### config.mk
export PLATFORM = sky130hd
export DESIGN_NAME = instr_encoder
export DESIGN_NICKNAME = d
export VERILOG_FILES = /design/src/rtl/instr_encoder.sv
export SDC_FILE = /design/constraint.sdc
export NUM_CORES = 1
export LEC_CHECK = 0
export CAP_MARGIN = 20
export CORE_ASPECT_RATIO = 0.5
export CORE_MARGIN = 1.5
export CORE_UTILIZATION = 44
export DETAILED_ROUTE_END_ITERATION = 10
export GPL_TIMING_DRIVEN = 1
export PLACE_DENSITY = 0.8
export SYNTH_ARGS = -nofsm -noshare
export SYNTH_HDL_FRONTEND = slang
export SYNTH_SLANG_ARGS = --single-unit
### constraint.sdc
create_clock -name clk -period 2.4 [get_ports clk]
set_input_delay 0.72 -clock clk [delete_from_list [all_inputs] [get_ports clk]]
set_output_delay 0.72 -clock clk [all_outputs]
set_load 0.02 [all_outputs]
### src/rtl/instr_encoder.sv
// rtl/instr_encoder.sv - streaming LEGv8 instruction encoder and imem loader
module instr_encoder #(
   parameter int ADDR_W = 6,
   parameter int DEPTH  = 64
) (
   input  logic              clk,
   input  logic              reset,
   input  logic              start,
   input  logic              in_valid,
   output logic              in_ready,
   input  logic [2:0]        in_op,
   input  logic [4:0]        in_rd,
   input  logic [4:0]        in_rn,
   input  logic [4:0]        in_rm,
   input  logic [18:0]       in_imm,
   output logic              imem_we,
   output logic [ADDR_W-1:0] imem_addr,
   output logic [31:0]       imem_wdata,
   output logic [ADDR_W:0]   count,
   output logic              full,
   output logic              busy,
   output logic              err
);

   typedef enum logic [1:0] {IDLE, LOAD, FULL} state_t;

   localparam logic [ADDR_W:0] DEPTH_C = (ADDR_W+1)'(DEPTH);

   state_t      state;
   state_t      state_next;
   logic        accept;
   logic        legal;
   logic [31:0] enc_word;

   // start wins over a beat in the same cycle, so it blanks the handshake
   assign in_ready = (state == LOAD) && (count < DEPTH_C) && !start;
   assign accept   = in_valid && in_ready;
   assign legal    = (in_op != 3'd7);
   assign full     = (count == DEPTH_C);
   assign busy     = (state != IDLE);

   // pack the symbolic beat into a machine word; shamt and op2 are always zero
   always_comb begin
      enc_word = 32'd0;
      case (in_op)
         3'd0:    enc_word = {11'b10001011000, in_rm, 6'b000000, in_rn, in_rd};
         3'd1:    enc_word = {11'b11001011000, in_rm, 6'b000000, in_rn, in_rd};
         3'd2:    enc_word = {11'b10001010000, in_rm, 6'b000000, in_rn, in_rd};
         3'd3:    enc_word = {11'b10101010000, in_rm, 6'b000000, in_rn, in_rd};
         3'd4:    enc_word = {11'b11111000010, in_imm[8:0], 2'b00, in_rn, in_rd};
         3'd5:    enc_word = {11'b11111000000, in_imm[8:0], 2'b00, in_rn, in_rd};
         3'd6:    enc_word = {8'b10110100, in_imm, in_rd};
         default: enc_word = 32'd0;
      endcase
   end

   // state register
   always_ff @(posedge clk) begin
      if (reset) state <= IDLE;
      else       state <= state_next;
   end

   // next state: start (re)opens a session, the last legal beat closes it
   always_comb begin
      state_next = state;
      if (start)
         state_next = LOAD;
      else if (accept && legal && (count == DEPTH_C - 1'b1))
         state_next = FULL;
   end

   // write port, word counter and sticky illegal-op flag
   always_ff @(posedge clk) begin
      if (reset) begin
         imem_we    <= 1'b0;
         imem_addr  <= '0;
         imem_wdata <= 32'd0;
         count      <= '0;
         err        <= 1'b0;
      end else begin
         imem_we <= accept && legal;
         if (start) begin
            count <= '0;
            err   <= 1'b0;
         end else if (accept) begin
            if (legal) begin
               imem_addr  <= count[ADDR_W-1:0];
               imem_wdata <= enc_word;
               count      <= count + 1'b1;
            end else begin
               err <= 1'b1;
            end
         end
      end
   end

endmodule

==> out/qor.log, run 1 <==
INFO  run            maxCapViolCount=0
INFO  outcome        status=finished clean
INFO  sta            setup_total_negative_slack=0ps
INFO  routing        drt-pass1-iter-count=5
INFO  critical_path  arrival=1570ps
INFO  synth          synth_top_flop_cell=dfxtp_1
INFO  routing        drt_iter0_drc=99
INFO  synth          synth_adder_area_share=1.06%
INFO  critical_path  required=1680ps
INFO  synth          synth-edff-count=0
INFO  cells_and_area nets=411
INFO  die            initial_utilization=47.0%
INFO  die            row_count=18
INFO  routing        total_detailed_routing_wirelength=6.86mm
INFO  clocking       post_cts_buffers=0
INFO  global_route   grt_antenna_before_repair=0
INFO  synth          synth_async_sr_flop_share=0%
INFO  synth          yosys_register_bits=49
INFO  routing        route.met3.wl=393µm
INFO  global_route   globalRoute.totalOverflow=0
INFO  critical_path  type_of_destination_of_the_critical_path=output port
INFO  sta            report.final.hold_viol_count=0
INFO  critical_path  critical_path.endpoint=in_ready
INFO  die            fp.dieH=54.9µm
INFO  hold_path      hold_class=flip-flop to flip-flop
INFO  routing        wire_per_inst=15.6µm
INFO  synth          netlist_top_cells_area=dfxtp_1 (41%), mux2i_1 (6.3%), nand2_1 (4.0%), a21oi_1 (3.8%), o31ai_1 (3.8%)
INFO  sta            tightestPinTransition=411ps
INFO  die            fp.coreArea=5040µm²
INFO  synth          ys_types=43
INFO  synth          synth_simple_gate_area_share=24.6%
INFO  clocking       cts_sinks=49
INFO  critical_path  critPathKind=primary input to output port
INFO  sta            fmax=436MHz
INFO  critical_path  timing.reg2reg.setup_slack=500ps
INFO  synth          yosysWarningCount=0
INFO  synth          synthesis.area=2370µm²
INFO  clocking       ctsLongestPathBuffers=2
INFO  cells_and_area area_delta_synth_final=50.7%
INFO  sta            final_critical_path_setup_slack=109ps
INFO  routing        via_per_inst=5.60
INFO  cells_and_area antenna_cells=0
INFO  synth          syn-instance-count=271
INFO  critical_path  timing.reg2reg.worst_path_depth=4
INFO  critical_path  cp_slowest_cell=or4b_4
INFO  critical_path  cp_num_buf_inv=3
INFO  critical_path  start_kind=primary input
INFO  synth          synth_top_family_by_area=simple AND/OR/NAND/NOR gates
INFO  synth          synth_area_in_compound_gates=20.1%
INFO  critical_path  critical_path.max_stage_delay=560ps
INFO  critical_path  reg2reg_to=imem_wdata[23]
INFO  placed_design  place.gp.congestion=0.766
INFO  critical_path  crit_path_max_fanout=2
INFO  critical_path  worstSetupStartpoint=start
INFO  global_route   grt_pass1_vias=2,361
INFO  clocking       cts-buffers-inserted=5
INFO  routing        total_routed_wire_length_on_the_met1_layer=3.08mm
INFO  clocking       latest_clock_arrival_within_the_worst_skew_pair=300ps
INFO  power          power_density=497nW/µm²
INFO  die            ioPinCount=91
INFO  routing        drc=0
INFO  critical_path  crit_cells=4
INFO  routing        ant_nets=0
INFO  sta            timing_max_transition_violations_final=0
INFO  critical_path  timing.critical_path.max_delay_family=simple AND/OR/NAND/NOR gates
INFO  sta            setup_violations=0
INFO  global_route   grt_start_max_net_pins=29
INFO  sta            timing.max_slew.rel_slack=72.3%
INFO  clocking       path_clk_slew=90ps
INFO  critical_path  r2r-start=state[0]
INFO  sta            rsz_0062_raised_after_global_routing=false
INFO  cells_and_area final_layout_size_suffix_gt1_share=12.5%
INFO  cells_and_area layout_common_cells=clkdlybuf4s50_1 (87), dfxtp_1 (49), buf_4 (27)
INFO  die            die-width=107µm
INFO  clocking       cts-root-buf=clkbuf_8
INFO  clocking       tritoncts_clock_tree=done
INFO  placed_design  port-buffer-count=90
INFO  synth          synth_top_cell_area_share=41.4%
INFO  critical_path  path_cells=clkbuf_2 -> or4b_4 -> inv_4 -> buf_6
INFO  placed_design  half_perimeter_wire_length_after_detailed_placement=4.90mm
INFO  global_route   globalRouteTotalUtil=23.8%
INFO  clocking       cts_htree_levels=2
INFO  cells_and_area final_common_cell=clkdlybuf4s50_1
INFO  sta            final.period_utilization=95.5%
INFO  synth          syn_avg_cell_area=8.74µm²
INFO  synth          yosysTopAreaCell=dfxtp_1
INFO  synth          synthesis.nets=314
INFO  power          peak_supply_drop=285µV
INFO  sta            finalWorstPathRequiredPeriod=2290ps
INFO  die            design.die.area=5860µm²
INFO  synth          synth_xor_xnor_area_share=0%
INFO  routing        met2_length=3.31mm
INFO  sta            fin_skew=4.22ps
INFO  synth          post_synth_mux_area_share=6.34%
INFO  power          cellLeakagePower=1.36nW
INFO  synth          seq_area_frac_synth=41.4%
INFO  placed_design  placement.setup.worst_slack=-734ps
INFO  routing        top_layer=met4
INFO  global_route   grt_first_pass_wirelength=10.9mm
INFO  routing        num_vias=2,460
==> final cells by class <==
type	instances	area, µm²
Tap cell	70	87.6
Clock inverter	2	37.5
Clock buffer	6	82.6
Multi-Input combinational cell	185	1240
Timing Repair Buffer	117	1100
Sequential cell	49	981
Fill cell	394	1470
Inverter	10	40.0
==> worst min path at each step <==
stage / end / cells past startpoint / from
finish: imem_wdata[24] / 2 / imem_wdata[24]
floorplan: state[0] / 2 / state[0]
CTS: imem_wdata[16] / 2 / imem_wdata[16]
global route: imem_wdata[20] / 2 / imem_wdata[20]
global placement: state[0] / 2 / state[0]
detailed placement: imem_wdata[17] / 2 / imem_wdata[17]
==> synth_stat cells (2+ instances only) <==
cell type	count
or3_1	5
o21a_1	3
inv_1	8
buf_2	4
nor2b_1	5
nor2_1	10
and4b_1	5
and3_1	2
a311o_1	5
nor4_1	3
ha_1	2
o21ai_0	5
mux2i_1	15
o31ai_1	12
a31oi_1	8
nand4_1	12
nor4_2	2
a211oi_1	6
a21oi_1	18
and3b_1	4
o32ai_1	5
nand3b_1	5
dfxtp_1	49
clkbuf_1	20
nor3_1	4
nand2b_1	6
nand2_1	25
nand3_1	8
==> state kept, by name, indices dropped and copies added, names as in the netlist <==
name	cells
imem_wdata	32
count	7
imem_we	1
imem_addr	6
err	1
state	2
==> worst reg2reg max path, cell delays in order, from the launching register on <==
cell	delay, ps
dfxtp_1	380
or4b_4	510
buf_4	250
or4_4	540
o32ai_1	140
==> cells by family after synthesis <==
| logic type | after synthesis |
|---|---|
| and+or+nand+nor | 100 |
| adders and majority gates | 2 |
| AOI/OAI and AO/OA | 68 |
| DFF | 49 |
| buffers and inverters | 37 |
| muxes | 15 |
==> routing by layer <==
| layer | global-route usage, % | vias up |
|---|---|---|
| li1 | - | 1198 |
| met1 | 29.4 | 1159 |
| met2 | 44.0 | 92 |
| met3 | 4.80 | 11 |
| met4 | 6.67 | 0 |
| met5 | 0 | - |
==> through the flow <==
stage	hold WS (ps)	cell area (µm²)	util, %	total power [W]	cells
floorplan	433	2370	-	0.00101	271
global placement	445	3440	68.3	0.00117	431
detailed placement	456	3440	68.3	0.00117	431
CTS	470	3570	70.8	0.00178	439
global route	489	3570	70.8	0.00184	439
finish	467	3570	70.8	0.00177	439
==> where the power goes <==
part / switching, W / internal, W / total [W]
Sequential: 0.0000110 / 0.000832 / 0.000843
Clock: 0.000277 / 0.000339 / 0.000616
Combinational: 0.000157 / 0.000158 / 0.000315
Total: 0.000444 / 0.00133 / 0.00177
==> what timing repair did <==
action / in CTS / in global routing
hold buffers: 0 / 0
pin swaps: 1 / 1
setup endpoints to repair: 7 / 1
resized for setup: 10 / 3
No activity file was read; power rests on OpenSTA's default activity.
==> inputs of run 2 (changes only) <==
- PLACE_DENSITY: 0.8 -> 0.77
==> out/qor.log, run 2 (synthesis results as in run 1) <==
INFO  placed_design  dpl.cell_count=429
INFO  critical_path  r2r-start=count[6]
INFO  die            die-width=107µm
INFO  cells_and_area final_layout_size_suffix_gt1_share=11.7%
INFO  sta            rsz_0062_raised_after_global_routing=false
INFO  die            initial_utilization=47.0%
INFO  sta            timing.max_slew.rel_slack=57.8%
INFO  sta            tightestPinTransition=631ps
INFO  placed_design  port-buffer-count=90
INFO  placed_design  half_perimeter_wire_length_after_detailed_placement=5.07mm
INFO  critical_path  cp_num_buf_inv=3
INFO  critical_path  arrival=1650ps
INFO  run            maxCapViolCount=0
INFO  sta            fmax=421MHz
INFO  cells_and_area antenna_cells=0
INFO  routing        drc=0
INFO  critical_path  path_cells=clkdlybuf4s15_1 -> or4b_4 -> inv_2 -> buf_6
INFO  global_route   grt_start_max_net_pins=27
INFO  sta            fin_skew=2.91ps
INFO  cells_and_area layout_common_cells=clkdlybuf4s50_1 (87), dfxtp_1 (49), nand2_1 (25)
INFO  clocking       cts_hold_buffers=0
INFO  sta            report.final.hold_viol_count=0
INFO  critical_path  cp_slowest_cell=or4b_4
INFO  cells_and_area largest_reg_flops=32
INFO  global_route   grt_pass1_vias=2,409
INFO  global_route   globalRouteTotalUtil=25.0%
INFO  routing        via_per_inst=5.66
INFO  sta            timing_max_transition_violations_final=0
INFO  cells_and_area nets=409
INFO  hold_path      worstHoldStart=imem_wdata[19]
INFO  cells_and_area max_flop_register=imem_wdata
INFO  die            design.die.area=5860µm²
INFO  critical_path  type_of_destination_of_the_critical_path=output port
INFO  hold_path      hold_class=flip-flop to flip-flop
INFO  hold_path      min_delay_path_depth=2
INFO  clocking       cts_sinks=49
INFO  clocking       cts-buffers-inserted=5
INFO  die            fp.coreArea=5040µm²
INFO  outcome        status=finished clean
INFO  sta            setup_violations=0
INFO  clocking       latest_clock_arrival_within_the_worst_skew_pair=300ps
INFO  critical_path  timing.critical_path.max_delay_family=simple AND/OR/NAND/NOR gates
INFO  cells_and_area top_regs=imem_wdata (32), count (7), imem_addr (6)
INFO  sta            finalWorstPathRequiredPeriod=2370ps
INFO  clocking       cts-root-buf=clkbuf_8
INFO  routing        drt-pass1-iter-count=7
INFO  clocking       cts_htree_levels=2
INFO  power          power_density=470nW/µm²
INFO  critical_path  timing.reg2reg.worst_path_depth=4
INFO  global_route   globalRoute.totalOverflow=0
INFO  critical_path  crit_path_max_fanout=2
INFO  critical_path  critPathKind=primary input to output port
INFO  hold_path      timing.hold.worst_endpoint=imem_wdata[19]
INFO  routing        total_detailed_routing_wirelength=7.01mm
INFO  placed_design  place.gp.congestion=0.787
INFO  global_route   grt_first_pass_wirelength=11.4mm
INFO  clocking       ctsLongestPathBuffers=2
INFO  die            fp.dieH=54.9µm
INFO  power          peak_supply_drop=275µV
INFO  cells_and_area area_delta_synth_final=49.4%
INFO  critical_path  timing.reg2reg.setup_slack=500ps
INFO  clocking       tritoncts_clock_tree=done
INFO  critical_path  crit_cells=4
INFO  global_route   grt_antenna_before_repair=0
INFO  critical_path  critical_path.max_stage_delay=540ps
INFO  clocking       path_clk_slew=100ps
INFO  clocking       post_cts_buffers=0
INFO  cells_and_area final_common_cell=clkdlybuf4s50_1
INFO  sta            final.period_utilization=98.9%
INFO  routing        ant_nets=0
INFO  routing        wire_per_inst=16.0µm
INFO  sta            timing.hold.ws=474ps
INFO  routing        num_vias=2,473
INFO  critical_path  start_kind=primary input
INFO  power          cellLeakagePower=1.34nW
INFO  cells_and_area layoutNonFillerInstCount=437
INFO  critical_path  reg2reg_to=imem_wdata[21]
INFO  die            ioPinCount=91
INFO  routing        drt_iter0_drc=100
INFO  cells_and_area fillCellCount=390
INFO  die            row_count=18
INFO  critical_path  required=1680ps
==> run 2: cell type report <==
type | count | area (µm²) | share of cell area (%)
timing repair buffer | 115 | 1100 | 31.1
tap | 70 | 87.6 | 2.47
clock buffer | 5 | 68.8 | 1.94
clock inverter | 3 | 21.3 | 0.601
multi-input combinational | 185 | 1240 | 35.1
sequential | 49 | 981 | 27.7
inverter | 10 | 37.5 | 1.06
==> run 2: routing by layer <==
layer  up-vias  share of wire (%)  GRT usage, %
li1       1196                  -             -
met2        79                 50          45.7
met1      1192                 43          30.7
met3         6                5.4          5.15
met5         -                  0             0
met4         0               0.77          8.00
==> run 2: worst register-to-register path: stages, from the launching register on <==
cell	delay, ps
dfxtp_1	330
or4b_4	550
buf_4	240
or4_4	540
o32ai_1	150
==> run 2: worst max-delay path by stage <==
stage               startpoint  endpoint  slack [ps]
floorplan                start  in_ready           3
global placement         start  in_ready        -730
detailed placement       start  in_ready        -740
CTS                      start  in_ready          10
global route             start  in_ready          20
finish                   start  in_ready          30
==> run 2: report_power, final <==
| group | switching (W) | total (W) | leakage (nW) | internal (W) |
|---|---|---|---|---|
| Combinational | 0.000159 | 0.000317 | 0.898 | 0.000158 |
| Clock | 0.000298 | 0.000506 | 0.0445 | 0.000208 |
| Sequential | 0.0000104 | 0.000842 | 0.397 | 0.000832 |
| Total | 0.000467 | 0.00166 | 1.34 | 0.00120 |
==> run 2: metrics by stage <==
| step | power (W) | area (µm²) | TNS, ps | setup slack, ps | util, % |
|---|---|---|---|---|---|
| 2_1_floorplan | 0.00101 | 2370 | 0 | 2.87 | - |
| 3_3_place_gp | 0.00117 | 3440 | -8410 | -733 | 68.2 |
| 3_5_place_dp | 0.00117 | 3440 | -9610 | -736 | 68.2 |
| 4_1_cts | 0.00167 | 3540 | 0 | 13.6 | 70.2 |
| 5_1_grt | 0.00174 | 3540 | 0 | 20.4 | 70.2 |
| 6_report | 0.00166 | 3540 | 0 | 26.2 | 70.2 |
==> run 2: repair_timing <==
item	in CTS	in global routing
endpoints found under the setup margin	6	1
gates resized for setup	11	0
pin swaps	1	1
